<file path="src/rtl/packet_display_ctrl.sv">
// Round-robins two 12-bit port fields onto six 7-seg chars; PKT_DISP_IDLE_EN adds revert-to-dash after idle frames.
// Latency: 3 decode cycles after acceptance, then commit on the first frame tick; hex updates the cycle after that tick.
// Backpressure: p*_ready is combinational, low while an update is in flight or the port's hold window is running.
module packet_display_ctrl #(
    parameter int HOLD_FRAMES = 30,
    parameter int IDLE_FRAMES = 120,
    parameter int CNT_W       = 8
) (
    input  logic        clk50,
    input  logic        reset,
    input  logic        vga_vs,
    input  logic        p0_valid,
    input  logic [11:0] p0_data,
    output logic        p0_ready,
    input  logic        p1_valid,
    input  logic [11:0] p1_data,
    output logic        p1_ready,
    output logic [7:0]  hex1,
    output logic [7:0]  hex2,
    output logic [7:0]  hex3,
    output logic [7:0]  hex4,
    output logic [7:0]  hex5,
    output logic [7:0]  hex6
);
    typedef enum logic [2:0] {IDLE, DEC0, DEC1, DEC2, WAIT_FRAME} state_t;

    localparam logic [7:0]       DASH    = 8'h40;
    localparam logic [CNT_W-1:0] HOLD_LD = CNT_W'(HOLD_FRAMES);
    localparam logic [7:0]       SEG [16] = '{8'h3F, 8'h06, 8'h5B, 8'h4F, 8'h66, 8'h6D, 8'h7D, 8'h07,
                                              8'h7F, 8'h6F, 8'h77, 8'h7C, 8'h39, 8'h5E, 8'h79, 8'h71};

    state_t           state;
    logic             vs_q, tick;
    logic             elig0, elig1, grant1, accept;
    logic             commit, commit0, commit1, revert0, revert1;
    logic             last_grant, cur_port;
    logic [11:0]      cur_data;
    logic [7:0]       shadow0, shadow1, shadow2;
    logic [CNT_W-1:0] hold0, hold1;

    assign tick     = vs_q & ~vga_vs;
    assign elig0    = (state == IDLE) && (hold0 == '0) && p0_valid;
    assign elig1    = (state == IDLE) && (hold1 == '0) && p1_valid;
    assign grant1   = elig1 && (!elig0 || !last_grant);
    // Readys are forced low during reset so nothing looks accepted while state is being cleared.
    assign p0_ready = elig0 && !grant1 && !reset;
    assign p1_ready = grant1 && !reset;
    assign accept   = p0_ready || p1_ready;
    assign commit   = (state == WAIT_FRAME) && tick;
    assign commit0  = commit && !cur_port;
    assign commit1  = commit && cur_port;

    always_ff @(posedge clk50 or posedge reset) begin
        if (reset) begin
            state      <= IDLE;
            vs_q       <= 1'b1;
            last_grant <= 1'b1;
            cur_port   <= 1'b0;
            cur_data   <= '0;
            shadow0    <= DASH;
            shadow1    <= DASH;
            shadow2    <= DASH;
        end else begin
            vs_q <= vga_vs;
            case (state)
                IDLE: begin
                    if (accept) begin
                        cur_port   <= grant1;
                        cur_data   <= grant1 ? p1_data : p0_data;
                        last_grant <= grant1;
                        state      <= DEC0;
                    end
                end
                DEC0: begin
                    shadow0 <= SEG[cur_data[11:8]];
                    state   <= DEC1;
                end
                DEC1: begin
                    shadow1 <= SEG[cur_data[7:4]];
                    state   <= DEC2;
                end
                DEC2: begin
                    shadow2 <= SEG[cur_data[3:0]];
                    state   <= WAIT_FRAME;
                end
                WAIT_FRAME: begin
                    if (tick) state <= IDLE;
                end
                default: state <= IDLE;
            endcase
        end
    end

    always_ff @(posedge clk50 or posedge reset) begin
        if (reset) begin
            hold0 <= '0;
            hold1 <= '0;
        end else begin
            if (commit0)                  hold0 <= HOLD_LD;
            else if (tick && hold0 != '0) hold0 <= hold0 - 1'b1;
            if (commit1)                  hold1 <= HOLD_LD;
            else if (tick && hold1 != '0) hold1 <= hold1 - 1'b1;
        end
    end

`ifdef PKT_DISP_IDLE_EN
    localparam logic [CNT_W-1:0] IDLE_LD = CNT_W'(IDLE_FRAMES);

    logic [CNT_W-1:0] idle0, idle1;

    // Revert fires only on the tick that brings the count up to the limit; saturation keeps it one-shot.
    assign revert0 = tick && (idle0 == IDLE_LD - 1'b1);
    assign revert1 = tick && (idle1 == IDLE_LD - 1'b1);

    always_ff @(posedge clk50 or posedge reset) begin
        if (reset) begin
            idle0 <= '0;
            idle1 <= '0;
        end else begin
            if (commit0)                      idle0 <= '0;
            else if (tick && idle0 != IDLE_LD) idle0 <= idle0 + 1'b1;
            if (commit1)                      idle1 <= '0;
            else if (tick && idle1 != IDLE_LD) idle1 <= idle1 + 1'b1;
        end
    end
`else
    assign revert0 = 1'b0;
    assign revert1 = 1'b0;
`endif

    always_ff @(posedge clk50 or posedge reset) begin
        if (reset) begin
            {hex1, hex2, hex3} <= {3{DASH}};
            {hex4, hex5, hex6} <= {3{DASH}};
        end else begin
            if (commit0)      {hex1, hex2, hex3} <= {shadow0, shadow1, shadow2};
            else if (revert0) {hex1, hex2, hex3} <= {3{DASH}};
            if (commit1)      {hex4, hex5, hex6} <= {shadow0, shadow1, shadow2};
            else if (revert1) {hex4, hex5, hex6} <= {3{DASH}};
        end
    end
endmodule

</file>
<file path="config.mk">
export PLATFORM = sky130hd
export DESIGN_NAME = packet_display_ctrl
export DESIGN_NICKNAME = d
export VERILOG_FILES = /design/src/rtl/packet_display_ctrl.sv
export SDC_FILE = /design/constraint.sdc
export NUM_CORES = 1
export LEC_CHECK = 0
export ABC_CLOCK_PERIOD_IN_PS = 3700
export BUFFER_PORTS_ARGS = -buffer_cell sky130_fd_sc_hd__buf_2
export CORE_MARGIN = 2
export CORE_UTILIZATION = 45
export CTS_BUF_LIST = sky130_fd_sc_hd__clkbuf_16
export DETAILED_ROUTE_END_ITERATION = 16
export PLACE_DENSITY = 0.66
export SYNTH_ARGS = -nofsm -noshare
export SYNTH_HDL_FRONTEND = slang
export SYNTH_SLANG_ARGS = --single-unit
</file>
<file path="constraint.sdc">
create_clock -name clk50 -period 3.7 [get_ports clk50]
set_clock_uncertainty 0.05 [all_clocks]
set_input_delay 0.74 -clock clk50 [delete_from_list [all_inputs] [get_ports clk50]]
set_output_delay 0.74 -clock clk50 [all_outputs]
set_load 0.005 [all_outputs]
</file>
==> Word-level counts from Yosys, hierarchy flattened <==
Memory sizes are Yosys's and may differ from the RTL's. A register that Yosys moved wholly into a read port is not among the register bits.
Index checks and enable logic that the tools add are counted.
{ "word_totals": {"regBits": 82, "latchBits": 0, "ramBits": 0, "romBits": 384, "in_bits": 29, "output_inout_bits": 50, "word_cells": 66, "mem_count": 3} }
{ "classes": {"n_addsub": 2, "n_mul": 0, "div_mod_pow": 0, "order_cmp": 0, "n_eq_ne": 6, "n_shift": 0, "n_mux": 8, "n_bitwise": 5, "n_reduce_logical": 29} }
{ "mem_list": {"columns": ["memory", "words", "width", "read_ports", "rd_ports_with_merged_regs", "write_ports", "line", "rtl"], "rows": [
  ["(no name shown)", 16, 8, 1, 1, 0, "83", "shadow2 <= SEG[cur_data[3:0]];"],
  ["(no name shown)", 16, 8, 1, 1, 0, "79", "shadow1 <= SEG[cur_data[7:4]];"],
  ["(no name shown)", 16, 8, 1, 1, 0, "75", "shadow0 <= SEG[cur_data[11:8]];"]
]} }
{ "op_table": {"columns": ["cell", "n"], "rows": [
  ["two-way mux 8 bit", 4],
  ["zero test 8 bit", 2],
  ["nonzero test 8 bit", 2],
  ["subtractor 8 x 1 -> 8 bit, second input constant", 2],
  ["inverter 4 -> 5 bit", 3],
  ["one-hot mux 3 bit (5 select lines)", 1],
  ["logical AND 1 bit", 13],
  ["two-way mux 12 bit", 1],
  ["equality test 3 x 2 -> 1 bit, second input constant", 2],
  ["two-way mux 3 bit", 2],
  ["zero test 1 bit", 5],
  ["!= test 2 bit, second input constant", 2],
  ["AND reduction 2 bit", 2],
  ["nonzero test 2 bit", 2],
  ["equality test 3 x 1 -> 1 bit, second input constant", 1],
  ["equality test 3 bit, second input constant", 1],
  ["zero test 3 bit", 1],
  ["logical OR 1 bit", 2],
  ["bitwise AND 1 bit", 1],
  ["inverter 1 bit", 1]
]} }

==> Logic depth before layout (Yosys ltp) <==
{ "logic_depth": {"word_depth": 12, "mapped_depth": 8, "mapped_depth_nobuf": 6} }

==> Least setup slack after synthesis <==
OpenSTA, ideal clock, no wires.
{ "synth_timing": {"path_type": "input port to flip-flop", "start": "input port reset", "end": "register cur_data[3]", "setup_ns": 0.129, "arrival_time_ns": 3.418, "required_time_ns": 3.521, "path_slack_ns": 0.103, "path_stages": 4, "n_path_buf": 1, "path_cell_list": "inv_1 a41o_1 buf_4 a31oi_1"} }
{ "synth_between": {"elab_chain_len": 4, "word_cells_on_any_way": 5, "cone_classes": "reduce/logical (5)"} }
{ "synth_lines": {"columns": ["item", "line", "rtl"], "rows": [
  ["start, declared", "10", "input logic reset,"],
  ["zero test 1 bit (no source line) (*)", null, null],
  ["logical AND 1 bit (on tied branches)", "46, 47", null],
  ["logical OR 1 bit (*)", "48", "assign accept = p0_ready || p1_ready;"],
  ["AND reduction 2 bit (no source line) (*)", null, null],
  ["end signal, assigned", "69", "cur_data <= grant1 ? p1_data : p0_data;"],
  ["end, declared", "37", "logic [11:0] cur_data;"]
]} }
Mark *: on every way between the ends. The rest lies on a longest branch, timed or not.
A chain may end at the register's enable or synchronous reset.

==> Final worst setup path <==
{ "layout_timing": {"start": "register hold0[0]", "end": "output port p1_ready"} }
{ "layout_between": {"elab_chain_len": 7} }
{ "layout_lines": {"columns": ["item", "line", "rtl"], "rows": [
  ["start, declared", "39", "logic [CNT_W-1:0] hold0, hold1;"],
  ["start signal, assigned", "100", "else if (tick && hold0 != '0) hold0 <= hold0 - 1'b1;"],
  ["zero test 8 bit", "42", "assign elig0 = (state == IDLE) && (hold0 == '0) && p0_valid;"],
  ["logical AND 1 bit (2 in a row)", "42", null],
  ["zero test 1 bit", "44", "assign grant1 = elig1 && (!elig0 || !last_grant);"],
  ["logical OR 1 bit", "44", null],
  ["logical AND 1 bit", "44", null],
  ["logical AND 1 bit", "47", "assign p1_ready = grant1 && !reset;"],
  ["end, declared", "17", "output logic p1_ready,"]
]} }
No other way between the ends.

==> flow_summary.toml <==
[power]
p_sw_share_pct = 35.66
power.density_nw_per_um2 = 817.0
ir_drop_mv = 0.2679
leakagePower_nw = 2.866
intPower_mw = 3.043
power_frac_seq_pct = 42.3
switching_power_mw = 1.687
clockPowerShare_pct = 22.0
comb_power_share_pct = 35.8

[drt]
route.vias.total = 3699
vias_per_cell = 5.440
wl_um = 10580
wire_per_inst_um = 15.55
detail_route.iter0.violations = 299
drtPass1Iterations = 5
route.detailed.drc = 0
ant_nets = 0

[sta]
setup_viol = 0
grt_setup_unrepaired = "no"
min_period_ns = 3.398
max_freq_mhz = 294.3
fin_ws_ns = 0.3018
relSlewSlack_pct = 46.37
tns_ns = 0
hold_viol_final = 0
tightest_slew_ns = 0.8025
min_period_over_period_pct = 91.84
maxSlewViolCount = 0

[clocking]
path_clk_slew_ns = 0.06
cts_hold_buf = 0
cts-root-buf = "clkbuf_16"
clk_latency_ns = 0.34
cts_setup_buffers = 0
cts_max_level = 3
cts_buffer_depth = 2
cts_tree = "built"
clock_sink_count = 97
ctsResizeCount = 0
cts_buffers = 9

[status]
outcome = "completed"

[critical_path]
cpMaxStageDelayCell = "nor4_4"
crit_arrival_ns = 2.61
start_kind = "register"
cp_data_required_time_ns = 2.91
worstSetupPathType = "reg -> out"
path_cells = "inv_1, ha_1, or3b_2, nor4_4, nor3_1, buf_2"
worstPathMaxFanout = 14
slowest_delay_ns = 0.68
critPathCaptureType = "output pin"

[final_layout]
final_cell_mix = "dfrtp_1 (86), buf_2 (72), nand2_1 (43)"
syn_to_final_growth_pct = 15.56
fin_util_pct = 53.40
nets = 589
drive_gt1_share_pct = 30.19
n_antenna_cell = 0
layout_commonest_cell = "dfrtp_1"

[grt]
antenna_found_initial = 0
gr-total-overflow = 0
grt.total_usage_pct = 19.01
grt_pass1_vias = 3569
grt_pass1_wl_um = 17530
grt_max_degree = 63

[floorplan]
start_util_pct = 46.21
die_y_um = 109.5
dieArea_um2 = 11990
chipWidth_um = 109.5
ios = 79
design.core.area_um2 = 10840
row_count = 38

[placement]
routabilityCongestion = 0.8666
pre_cts_ws_ns = 0.4738
dp_hpwl_um = 7683
numPortBuffers = 72

[yosys]
synth_top_area_share_pct = 42.96
syn-cell-area_um2 = 5010
ys_seq_elements = 97
ys_types = 51
postSynth.asyncResetShare_pct = 100.0
ys_warn_count = 0
synth-edff-count = 0
syn_inst = 472
ys_seq_area_share_pct = 48.73
ys.flop_type = "dfrtp_1"
synth_top_cells_by_area = "dfrtp_1 (43%), mux2_2 (9.4%), ha_1 (6.2%)"
synth_area_leader_cell = "dfrtp_1"
avgSynthCellArea_um2 = 10.61

[hold_path]
hp-class = "reg -> reg"

[job]
maxCapViolCount = 0
[synth_stat cells, types with 4 or more instances]
library cell,count
nor2_1,25
xor2_1,8
o21ai_0,29
a211oi_1,4
a31oi_1,19
nor3_1,16
nand3_1,13
ha_1,25
a221oi_1,4
a21o_1,5
nand2_1,43
o211ai_1,6
mux2_2,42
buf_2,5
o21ai_1,5
dfstp_2,11
a21oi_1,10
inv_1,19
and3_1,13
nor2b_1,7
clkbuf_1,18
buf_4,8
dfrtp_1,86
[routing by layer]
layer	global-route usage, %	part of all wire (%)	vias to the layer above
li1	-	-	1796
met1	24.92	44	1799
met2	32.28	50	93
met3	3.142	4.7	11
met4	5.877	1.4	0
met5	0	0	-
[metrics by stage]
step	hold slack, ns	power [mW]	std cells	instance area, um2
final	0.4491	4.730	680	5789
after floorplan	0.4117	3.193	477	5029
after global routing	0.4446	5.125	680	5789
after global placement	0.4303	3.611	664	5454
after CTS	0.4488	4.764	680	5789
after detailed placement	0.4384	3.712	664	5454
[flip-flops by register name, indices dropped and copies added (netlist names)]
signal	cells
vs_q	1
hex6	7
shadow1	7
hex4	7
hold0	8
last_grant	1
hex5	7
hex1	7
shadow2	7
hex2	7
shadow0	7
cur_port	1
hold1	8
cur_data	12
hex3	7
state	3
[worst max-delay path: cells and delay by family, from the launching register on]
| family | cells | cell delay, ns |
|---|---|---|
| adders and majority gates | 1 | 0.16 |
| buffers and inverters | 2 | 0.31 |
| DFF | 1 | 0.38 |
| and+or+nand+nor | 3 | 1.41 |
[layout make-up]
type                            count  area [um2]
Clock buffer                        9       225.2
Clock inverter                      7       110.1
Fill cell                         979        5051
Inverter                           19       72.57
Multi-Input combinational cell    327        2337
Sequential cell                    97        2441
Tap cell                          140       175.2
Timing Repair Buffer               81       427.9
[kinds of logic after synthesis]
group / Yosys count / synth area share [%]
other cells: 1 / 0.07485
xor+xnor: 10 / 1.748
mux: 45 / 10.79
simple gates: 147 / 15.68
fa+ha+maj: 25 / 6.244
buf+inv: 53 / 4.995
compound gates: 94 / 11.74
flops: 97 / 48.73
[final timing paths]
path / startpoint / endpoint / slack (ns) / cells past startpoint
max: hold0[0] / p1_ready / 0.30 / 6
min: hex5[4] / hex5[4] / 0.45 / 1
max reg2reg: hold0[0] / cur_data[5] / 1.09 / 7
min reg2reg: hex5[4] / hex5[4] / 0.45 / 1
max in group asynchronous: reset / hex4[3] / 2.45 / 3
min in group asynchronous: reset / cur_data[2] / 0.50 / 3
[power by group through the flow]
stage / registers (mW) / logic [mW] / clock network [mW]
6_report: 2.00 / 1.69 / 1.04
5_1_grt: 2.09 / 1.93 / 1.11
4_1_cts: 2.00 / 1.71 / 1.05
3_5_place_dp: 2.02 / 1.69 / 0
3_3_place_gp: 1.98 / 1.63 / 0
2_1_floorplan: 1.88 / 1.32 / 0
(Power assumes the default switching activity.)
